==> config.mk <==
export PLATFORM = sky130hd
export DESIGN_NAME = prga
export DESIGN_NICKNAME = d
export VERILOG_FILES = /design/src/rtl/prga.sv
export SDC_FILE = /design/constraint.sdc
export NUM_CORES = 1
export LEC_CHECK = 0
export BUFFER_PORTS_ARGS = -buffer_cell sky130_fd_sc_hd__buf_2
export CAP_MARGIN = 20
export CORE_ASPECT_RATIO = 0.75
export CORE_MARGIN = 1
export CORE_UTILIZATION = 45
export CTS_CLUSTER_DIAMETER = 120
export DETAILED_ROUTE_END_ITERATION = 10
export GPL_TIMING_DRIVEN = 0
export PLACE_DENSITY = 0.73
export SYNTH_ARGS = -nofsm -noshare
export SYNTH_HDL_FRONTEND = slang
export SYNTH_SLANG_ARGS = --single-unit
==> constraint.sdc <==
create_clock -name clk -period 4.78 [get_ports clk]
set_clock_uncertainty 0.05 [all_clocks]
set_input_delay 0.478 -clock clk [delete_from_list [all_inputs] [get_ports clk]]
set_output_delay 0.478 -clock clk [all_outputs]
set_load 0.03 [all_outputs]
==> src/rtl/prga.sv <==
// rtl/prga.sv - RC4 pseudo-random generation stage (optional keystream taps: PRGA_KEYSTREAM_OUT_EN)
//
// Decrypts a length-prefixed message held in CT memory into PT memory, using
// the S permutation left in S memory by the key-scheduling stage.
// All memory-facing outputs are registered: the FSM state names the cycle in
// which the next memory command is computed, and that command appears on the
// ports at the following edge. Each synchronous read therefore spans a RD_*
// state (address computed) plus a WAIT_* state (RAM samples the address), and
// the data is consumed by whichever state follows.
//
// Define PRGA_KEYSTREAM_OUT_EN to add the ks_valid/ks_byte debug outputs.
module prga #(
  parameter logic [7:0] LEN_ADDR = 8'd0
) (
  input  logic       clk,
  input  logic       rst_n,
  input  logic       en,
  output logic       rdy,
  output logic [7:0] s_addr,
  input  logic [7:0] s_rddata,
  output logic [7:0] s_wrdata,
  output logic       s_wren,
  output logic [7:0] ct_addr,
  input  logic [7:0] ct_rddata,
  output logic [7:0] pt_addr,
  output logic [7:0] pt_wrdata,
  output logic       pt_wren
`ifdef PRGA_KEYSTREAM_OUT_EN
  ,
  output logic       ks_valid,
  output logic [7:0] ks_byte
`endif
);

  localparam logic [3:0] ST_IDLE     = 4'd0;
  localparam logic [3:0] ST_RD_LEN   = 4'd1;
  localparam logic [3:0] ST_WAIT_LEN = 4'd2;
  localparam logic [3:0] ST_WR_LEN   = 4'd3;
  localparam logic [3:0] ST_RD_SI    = 4'd4;
  localparam logic [3:0] ST_WAIT_SI  = 4'd5;
  localparam logic [3:0] ST_RD_SJ    = 4'd6;
  localparam logic [3:0] ST_WAIT_SJ  = 4'd7;
  localparam logic [3:0] ST_WR_I     = 4'd8;
  localparam logic [3:0] ST_WR_J     = 4'd9;
  localparam logic [3:0] ST_RD_PAD   = 4'd10;
  localparam logic [3:0] ST_WAIT_PAD = 4'd11;
  localparam logic [3:0] ST_WR_PT    = 4'd12;

  logic [3:0] state_q, state_d;
  logic       rdy_q, rdy_d;
  logic [7:0] i_q, i_d;
  logic [7:0] j_q, j_d;
  logic [7:0] k_q, k_d;
  logic [7:0] len_q, len_d;
  logic [7:0] si_q, si_d;
  logic [7:0] sj_q, sj_d;
  // WAIT_PAD spans two cycles: the CT read is launched in its first cycle and
  // needs one more cycle before the RAM has sampled it.
  logic       pad_ph_q, pad_ph_d;

  logic [7:0] s_addr_q, s_addr_d;
  logic [7:0] s_wrdata_q, s_wrdata_d;
  logic       s_wren_q, s_wren_d;
  logic [7:0] ct_addr_q, ct_addr_d;
  logic [7:0] pt_addr_q, pt_addr_d;
  logic [7:0] pt_wrdata_q, pt_wrdata_d;
  logic       pt_wren_q, pt_wren_d;

`ifdef PRGA_KEYSTREAM_OUT_EN
  logic       ks_valid_q, ks_valid_d;
  logic [7:0] ks_byte_q, ks_byte_d;
`endif

  // Next-state and next-command computation for the whole RC4 byte loop
  always_comb begin
    state_d     = state_q;
    rdy_d       = rdy_q;
    i_d         = i_q;
    j_d         = j_q;
    k_d         = k_q;
    len_d       = len_q;
    si_d        = si_q;
    sj_d        = sj_q;
    pad_ph_d    = 1'b0;
    s_addr_d    = s_addr_q;
    s_wrdata_d  = s_wrdata_q;
    s_wren_d    = 1'b0;
    ct_addr_d   = ct_addr_q;
    pt_addr_d   = pt_addr_q;
    pt_wrdata_d = pt_wrdata_q;
    pt_wren_d   = 1'b0;
`ifdef PRGA_KEYSTREAM_OUT_EN
    ks_valid_d  = 1'b0;
    ks_byte_d   = ks_byte_q;
`endif

    case (state_q)
      ST_IDLE: begin
        // rdy is raised one cycle after the last write was presented, so a
        // finished run lands here with rdy low and only then becomes ready.
        if (!rdy_q) begin
          rdy_d = 1'b1;
        end else if (en) begin
          rdy_d   = 1'b0;
          i_d     = 8'd0;
          j_d     = 8'd0;
          k_d     = 8'd0;
          state_d = ST_RD_LEN;
        end
      end
      ST_RD_LEN: begin
        ct_addr_d = LEN_ADDR;
        state_d   = ST_WAIT_LEN;
      end
      ST_WAIT_LEN: begin
        state_d = ST_WR_LEN;
      end
      ST_WR_LEN: begin
        len_d       = ct_rddata;
        pt_addr_d   = LEN_ADDR;
        pt_wrdata_d = ct_rddata;
        pt_wren_d   = 1'b1;
        state_d     = (ct_rddata == 8'd0) ? ST_IDLE : ST_RD_SI;
      end
      ST_RD_SI: begin
        i_d      = i_q + 8'd1;
        k_d      = k_q + 8'd1;
        s_addr_d = i_q + 8'd1;
        state_d  = ST_WAIT_SI;
      end
      ST_WAIT_SI: begin
        state_d = ST_RD_SJ;
      end
      ST_RD_SJ: begin
        si_d     = s_rddata;
        j_d      = j_q + s_rddata;
        s_addr_d = j_q + s_rddata;
        state_d  = ST_WAIT_SJ;
      end
      ST_WAIT_SJ: begin
        state_d = ST_WR_I;
      end
      ST_WR_I: begin
        sj_d       = s_rddata;
        s_addr_d   = i_q;
        s_wrdata_d = s_rddata;
        s_wren_d   = 1'b1;
        state_d    = ST_WR_J;
      end
      ST_WR_J: begin
        // Issued after S[i]=sj, so when i==j this write of si wins.
        s_addr_d   = j_q;
        s_wrdata_d = si_q;
        s_wren_d   = 1'b1;
        state_d    = ST_RD_PAD;
      end
      ST_RD_PAD: begin
        s_addr_d = si_q + sj_q;
        state_d  = ST_WAIT_PAD;
      end
      ST_WAIT_PAD: begin
        if (!pad_ph_q) begin
          ct_addr_d = LEN_ADDR + k_q;
          pad_ph_d  = 1'b1;
        end else begin
          state_d = ST_WR_PT;
        end
      end
      ST_WR_PT: begin
        pt_addr_d   = LEN_ADDR + k_q;
        pt_wrdata_d = s_rddata ^ ct_rddata;
        pt_wren_d   = 1'b1;
`ifdef PRGA_KEYSTREAM_OUT_EN
        ks_valid_d  = 1'b1;
        ks_byte_d   = s_rddata;
`endif
        state_d     = (k_q == len_q) ? ST_IDLE : ST_RD_SI;
      end
      default: begin
        state_d = ST_IDLE;
      end
    endcase
  end

  // State and registered memory-command outputs; reset aborts any run at once
  always_ff @(posedge clk or negedge rst_n) begin
    if (!rst_n) begin
      state_q     <= ST_IDLE;
      rdy_q       <= 1'b1;
      i_q         <= 8'd0;
      j_q         <= 8'd0;
      k_q         <= 8'd0;
      len_q       <= 8'd0;
      si_q        <= 8'd0;
      sj_q        <= 8'd0;
      pad_ph_q    <= 1'b0;
      s_addr_q    <= 8'd0;
      s_wrdata_q  <= 8'd0;
      s_wren_q    <= 1'b0;
      ct_addr_q   <= 8'd0;
      pt_addr_q   <= 8'd0;
      pt_wrdata_q <= 8'd0;
      pt_wren_q   <= 1'b0;
    end else begin
      state_q     <= state_d;
      rdy_q       <= rdy_d;
      i_q         <= i_d;
      j_q         <= j_d;
      k_q         <= k_d;
      len_q       <= len_d;
      si_q        <= si_d;
      sj_q        <= sj_d;
      pad_ph_q    <= pad_ph_d;
      s_addr_q    <= s_addr_d;
      s_wrdata_q  <= s_wrdata_d;
      s_wren_q    <= s_wren_d;
      ct_addr_q   <= ct_addr_d;
      pt_addr_q   <= pt_addr_d;
      pt_wrdata_q <= pt_wrdata_d;
      pt_wren_q   <= pt_wren_d;
    end
  end

`ifdef PRGA_KEYSTREAM_OUT_EN
  // Keystream debug taps, aligned with the PT write they belong to
  always_ff @(posedge clk or negedge rst_n) begin
    if (!rst_n) begin
      ks_valid_q <= 1'b0;
      ks_byte_q  <= 8'd0;
    end else begin
      ks_valid_q <= ks_valid_d;
      ks_byte_q  <= ks_byte_d;
    end
  end

  assign ks_valid = ks_valid_q;
  assign ks_byte  = ks_byte_q;
`endif

  assign rdy       = rdy_q;
  assign s_addr    = s_addr_q;
  assign s_wrdata  = s_wrdata_q;
  assign s_wren    = s_wren_q;
  assign ct_addr   = ct_addr_q;
  assign pt_addr   = pt_addr_q;
  assign pt_wrdata = pt_wrdata_q;
  assign pt_wren   = pt_wren_q;

endmodule

==> summary.md, run 1 <==
| Metric | Value |
|---|---|
| Max FO, Critical Path | 3 |
| Syn nets | 564 |
| Drt first pass iters | 7 |
| Reg2reg end | s_addr[6] |
| Cts bufs inserted | 9 |
| Initial antenna violation count | 0 |
| Layout overhead on the synthesized area | 15.2% |
| Final Hold Viols | 0 |
| Post-placement setup slack | approximately 2.2 ns |
| PnR worst setup slack | approximately 2.4 ns |
| Area after DPL | ~5600 um^2 |
| Gr usage total | approximately a quarter |
| CP cell instances | ha_1, fa_1, a211oi_1, o21bai_1, or4_1, nand4_1, o22a_1 |
| Worst-skew pair later-pin latency | around 0.36 ns |
| Top cell type's share of synthesized area | between 40% and 50% |
| Required time worst endpoint | about 5.0 ns |
| CP max stage delay | 0.44 ns |
| Synth Flop Type | dfrtp_1 |
| Final Cycle Share | 49.8% |
| Die area | 11800 um^2 |
| Port Buffers | around 60 |
| GRT overflow | 0 |
| Synth Register Bits | between 90 and 100 |
| Final setup violation count | 0 |
| Worst Hold Margin | roughly 0.031 ns |
| Post-synth top area cell | dfrtp_1 |
| Setup repair after global routing missed its margin | false |
| Starting DRC count in detailed routing | around 500 |
| Die Height | about 95 um |
| Setup_tns | 0 ns |
| Max Freq | 420 MHz |
| Pwr per Cell Area | between 600 and 700 nW/um^2 |
| Slew headroom | 32.0% |
| Crit end category | flip-flop |
| Pleak | ~2.7 nW |
| Vias after detailed routing | around 4500 |
| Post-route cell area | 5920 um^2 |
| Vias per cell | ~6 |
| Layout cells sized above 1 | between 20% and 30% |
| Final min period | between 2 and 2.5 ns |
| Max rail drop VDD | around 0.34 mV |
| DR DRC count | 0 |
| Post-route ant nets | 0 |
| Largest net degree at the start of global routing | approximately 60 |
| RD Place Congestion | roughly 0.90 |
| Worst-case clock buffer depth | 2 |
| Synth Warn # | 0 |
| FF-to-FF setup slack | about 2.4 ns |
| Crit start category | flip-flop |
| Hold_buf cts | 0 |
| Max Cap Viol | 0 |
| Hold/Removal Path Class | in2async |
| H-tree depth | 3 |
| Worst Path Arrival | roughly 2.6 ns |
| Vias in the first global route | between 4000 and 5000 |
| CTS resizes | 0 |
| # IOs | 62 |
| Syn_area_per_cell | 9.75 um^2 |
| Share of flip-flops with an asynchronous set or reset | 100% |
| Final nets | ~640 |
| Reg-to-reg startpoint | j_q[0] |
| Clock Tree Root | clkbuf_16 |
| Rows | 33 |
| DR WL/cell | approximately 18 um |
| Synth Cell Area | ~5000 um^2 |
| Setup Fix Bufs, Post-CTS | 0 |
| Outcome | complete, no violations |
| Initial core utilization | a little under half |
| Clk sink count | 96 |
| Reg2reg path depth | 7 |
| Fin. max-slew vios | 0 |
| Core Util, Final | between 50% and 60% |
| Worst slew pin tran | between 1 and 1.5 ns |
| Sequential share of the synthesized area | approximately 47% |
| Core footprint | 11000 um^2 |
| CTS tree | done |
| Total wire length | 13600 um |
| First-pass GRT wire length | 21900 um |
| Critical path type | reg2reg |
| Synth top area cells | dfrtp_1, nand2_1, ha_1 |
| DP HPWL | ~9700 um |
| Count of cell types in the netlist | slightly below 60 |
| EDFF count, synth | 0 |
| Slowest stage cell, crit path | fa_1 |
| Clock transition at path regs | roughly 0.07 ns |
| Cells after Synth | 527 |
| Die width | around 130 um |
| Fillers | 967 |
| Diode count | 0 |
==> final cells by class <==
type / instances / area [um^2] / area share (%)
clock inverter: 6 / 42.5 / 0.719
multi-input combinational: 397 / 2580 / 43.6
buffer: 27 / 125 / 2.11
sequential: 96 / 2400 / 40.6
clock buffer: 10 / 229 / 3.87
tap: 140 / 175 / 2.96
timing repair buffer: 62 / 335 / 5.67
inverter: 7 / 26.3 / 0.444
==> kinds of logic (layout without fill, tap and decap cells) <==
family / Yosys count / count (layout) / synth area share, %
compound gates: 140 / 140 / 18.8
xor+xnor: 23 / 23 / 3.92
fa+ha+maj: 18 / 18 / 4.68
buf+inv: 34 / 112 / 2.95
flops: 96 / 96 / 46.8
mux: 27 / 27 / 5.68
simple gates: 189 / 189 / 17.2
==> worst max-delay path by stage <==
stage	startpoint	depth (start not counted)	slack, ns	endpoint
3_5_place_dp	s_rddata[0]	8	2.18	s_addr[6]
2_1_floorplan	s_rddata[0]	7	2.59	s_addr[6]
5_1_grt	j_q[0]	7	2.26	s_addr[6]
4_1_cts	j_q[0]	7	2.43	s_addr[6]
6_report	j_q[0]	7	2.40	s_addr[6]
3_3_place_gp	rst_n	1	2.22	s_wren
==> power by group <==
part / switching (W) / internal (W) / leakage, nW
Combinational: 0.00125 / 0.000792 / 1.39
Clock: 0.000324 / 0.000355 / 0.129
Sequential: 0.000241 / 0.00112 / 1.21
==> metrics by stage <==
step           instances  power [W]
2_1_floorplan        527    0.00281
3_3_place_gp         728    0.00329
3_5_place_dp         729    0.00337
4_1_cts              745    0.00406
5_1_grt              745    0.00433
6_report             745    0.00408
==> Yosys cell counts (all sizes together) (2+ instances only) <==
cell type	n
dfrtp	95
nand2	67
nor2	53
o21ai	39
a21oi	22
nand3	21
xor2	18
mux2	17
buf	16
ha	16
a22o	13
clkbuf	11
a211oi	10
a21o	10
mux2i	10
nor3	10
nand2b	8
o221a	8
a31oi	6
inv	6
and3	5
nor4	5
xnor2	5
nand3b	4
o22a	4
o22ai	4
a22oi	3
nand4	3
nor3b	3
o21bai	3
or3	3
a2111oi	2
a222oi	2
a32oi	2
fa	2
nor2b	2
o211ai	2
o31ai	2
or4	2
==> placed cells by master (no fill, tap or decap), types with 12 or more instances in the layout <==
| cell | netlist | final |
|---|---|---|
| xor2_1 | 18 | 18 |
| nand3_1 | 21 | 21 |
| ha_1 | 16 | 16 |
| nand2_1 | 66 | 66 |
| o21ai_0 | 38 | 38 |
| a21oi_1 | 22 | 22 |
| buf_2 | 13 | 73 |
| dfrtp_1 | 95 | 95 |
| mux2_2 | 17 | 17 |
| a22o_1 | 13 | 13 |
| clkbuf_1 | 11 | 12 |
| nor2_1 | 52 | 52 |
==> critical path: cells and delay by family (launching register included) <==
family,cells,cell delay (ns)
compound gates,3,0.63
fa+ha+maj,2,0.68
flops,1,0.40
simple gates,2,0.55
==> per-layer routing <==
layer / global-route usage, % / up-vias / wire length (um) / share of wire, %
li1: - / 2065 / - / -
met3: 4.82 / 18 / 918 / 6.7
met1: 33.7 / 2192 / 6380 / 47
met4: 8.03 / 0 / 194 / 1.4
met2: 37.6 / 184 / 6140 / 45
met5: 0 / - / 0 / 0
No activity file was read; power rests on OpenSTA's default activity.
==> run 2, diff against run 1 <==
- clock period: 4.78 -> 2.5 ns (I/O delays scaled with it)
==> run 2 against run 1 <==
Against the previous run: first-iteration DRC count grew 4.4%; combinational power rose by 92%; sequential share of layout area fell by 0.10 points; non-clock buffer count is 1 higher; worst setup slack worse by 2.3 ns; maximum frequency shrank 1.5%; register-to-register slack worse by 2.3 ns; die area is the same; power grew 92%; critical endpoint is now s_addr[4].
==> summary.md, run 2 (same netlist as run 1, synthesis figures left out) <==
| Metric | Value |
|---|---|
| Outcome | complete, no violations |
| Vias after detailed routing | about 4500 |
| Clk sink count | 96 |
| Worst-case clock buffer depth | 2 |
| First-pass GRT wire length | around 22000 um |
| Rows | 33 |
| Vias per cell | about 6.0 |
| Reg area | approximately 2400 um^2 |
| PnR worst setup slack | 0.0843 ns |
| Initial core utilization | a little under half |
| Vias in the first global route | ~4100 |
| Final Hold Viols | 0 |
| Setup repair after global routing missed its margin | false |
| GRT overflow | 0 |
| H-tree depth | 3 |
| Post-placement setup slack | between 0.1 and 0.15 ns |
| Max FO, Critical Path | 3 |
| Clock transition at path regs | around 0.070 ns |
| Die area | ~12000 um^2 |
| Drt first pass iters | 7 |
| Layout overhead on the synthesized area | 15.5% |
| Final setup violation count | 0 |
| Final Cycle Share | 96.6% |
| Pwr Total | approximately 0.008 W |
| Setup_tns | 0 ns |
| Area of the multi-input gates | 2590 um^2 |
| Total wire length | between 10000 and 15000 um |
| Worst Hold Margin | 0.135 ns |
| CP top delay family | compound AO/OA/AOI/OAI gates |
| Commonest non-fill, non-tap cell in the layout | dfrtp_1 |
| Fillers | 964 |
| Initial antenna violation count | 0 |
| Hold/Removal Path Class | in2reg |
| Core Util, Final | between 50 and 60% |
| CP cell instances | ha_1, fa_1, a21o_1, a211oi_1, nor2_1, a211oi_1, o21ai_0 |
| Crit end category | flip-flop |
| Worst-skew pair later-pin latency | 0.36 ns |
| RD Place Congestion | approximately 0.90 |
| Crit start category | flip-flop |
| Required time worst endpoint | 2.67 ns |
| Worst slew pin tran | ~1 ns |
| WP buf/inv | 0 |
| Fin. max-slew vios | 0 |
| Clock Tree Root | clkbuf_16 |
| Layout cells sized above 1 | 21.0% |
| Gr usage total | 24.1% |
| Core footprint | 11000 um^2 |
| DR DRC count | 0 |
| DR WL/cell | 18.4 um |
| Final nets | 638 |
| Final min period | 2.42 ns |
| Max Freq | approximately 410 MHz |
| Largest net degree at the start of global routing | between 60 and 70 |
| Max Cap Viol | 0 |
| Critical path type | reg2reg |
| CP max stage delay | 0.47 ns |
| # IOs | a little over 60 |
| Most frequent cells in the layout | dfrtp_1, buf_2, nand2_1 |
| Pwr per Cell Area | 1320 nW/um^2 |
| Worst Path Arrival | 2.58 ns |
| Pleak | 2.73 nW |
| Post-route ant nets | 0 |
| Starting DRC count in detailed routing | just over 500 |
| DP HPWL | between 9000 and 10000 um |
| Critical path's most frequent cell | a211oi_1 |
| Die width | approximately 130 um |
| Cts bufs inserted | 9 |
| Die Height | approximately 95 um |
| Max rail drop VDD | roughly 0.64 mV |
| CTS tree | done |
| Diode count | 0 |
| Setup Fix Bufs, Post-CTS | 0 |
| Slew headroom | 31.4% |
| Port Buffers | a little over 60 |
| Slowest stage cell, crit path | fa_1 |
run 2: final timing paths:
kind	slack (ns)	depth (start not counted)	to	startpoint
hold reg to reg	0.42	2	s_addr[4]	s_addr[4]
hold / removal	0.14	2	len_q[3]	ct_rddata[3]
setup reg to reg	0.08	7	s_addr[4]	j_q[0]
max in group asynchronous	1.35	3	rdy	rst_n
min in group asynchronous	0.35	2	ct_addr[3]	rst_n
setup / recovery	0.08	7	s_addr[4]	j_q[0]
run 2: repair_timing:
item | 4_1_cts | 5_1_grt
hold buffers | 1 | 0
hold endpoints to repair | 36 | 0
endpoints found under the setup margin | 0 | 1
resized for setup | 0 | 1
run 2: through the flow:
step | instance area (um^2) | std cells
final | 5930 | 746
after global routing | 5930 | 746
after CTS | 5930 | 746
after detailed placement | 5650 | 729
after global placement | 5620 | 728
after floorplan | 5140 | 527
run 2: layer usage:
layer  part of all wire, %  track usage, %  up-vias
met1                    47            33.8     2200
li1                      -               -     2070
met4                   1.8            8.03        0
met5                     0               0        -
met3                   6.5            4.82       25
met2                    45            37.6      167
run 2: cell type report:
class	count	area share, %
Clock buffer	10	3.86
Buffer	27	2.11
Sequential cell	96	40.5
Clock inverter	6	0.717
Timing Repair Buffer	63	5.82
Inverter	7	0.443
Tap cell	140	2.95
Multi-Input combinational cell	397	43.6
run 2: power by group:
part / switching, W / internal (W)
Sequential: 0.000461 / 0.00214
Clock: 0.000626 / 0.000679
Combinational: 0.00240 / 0.00152
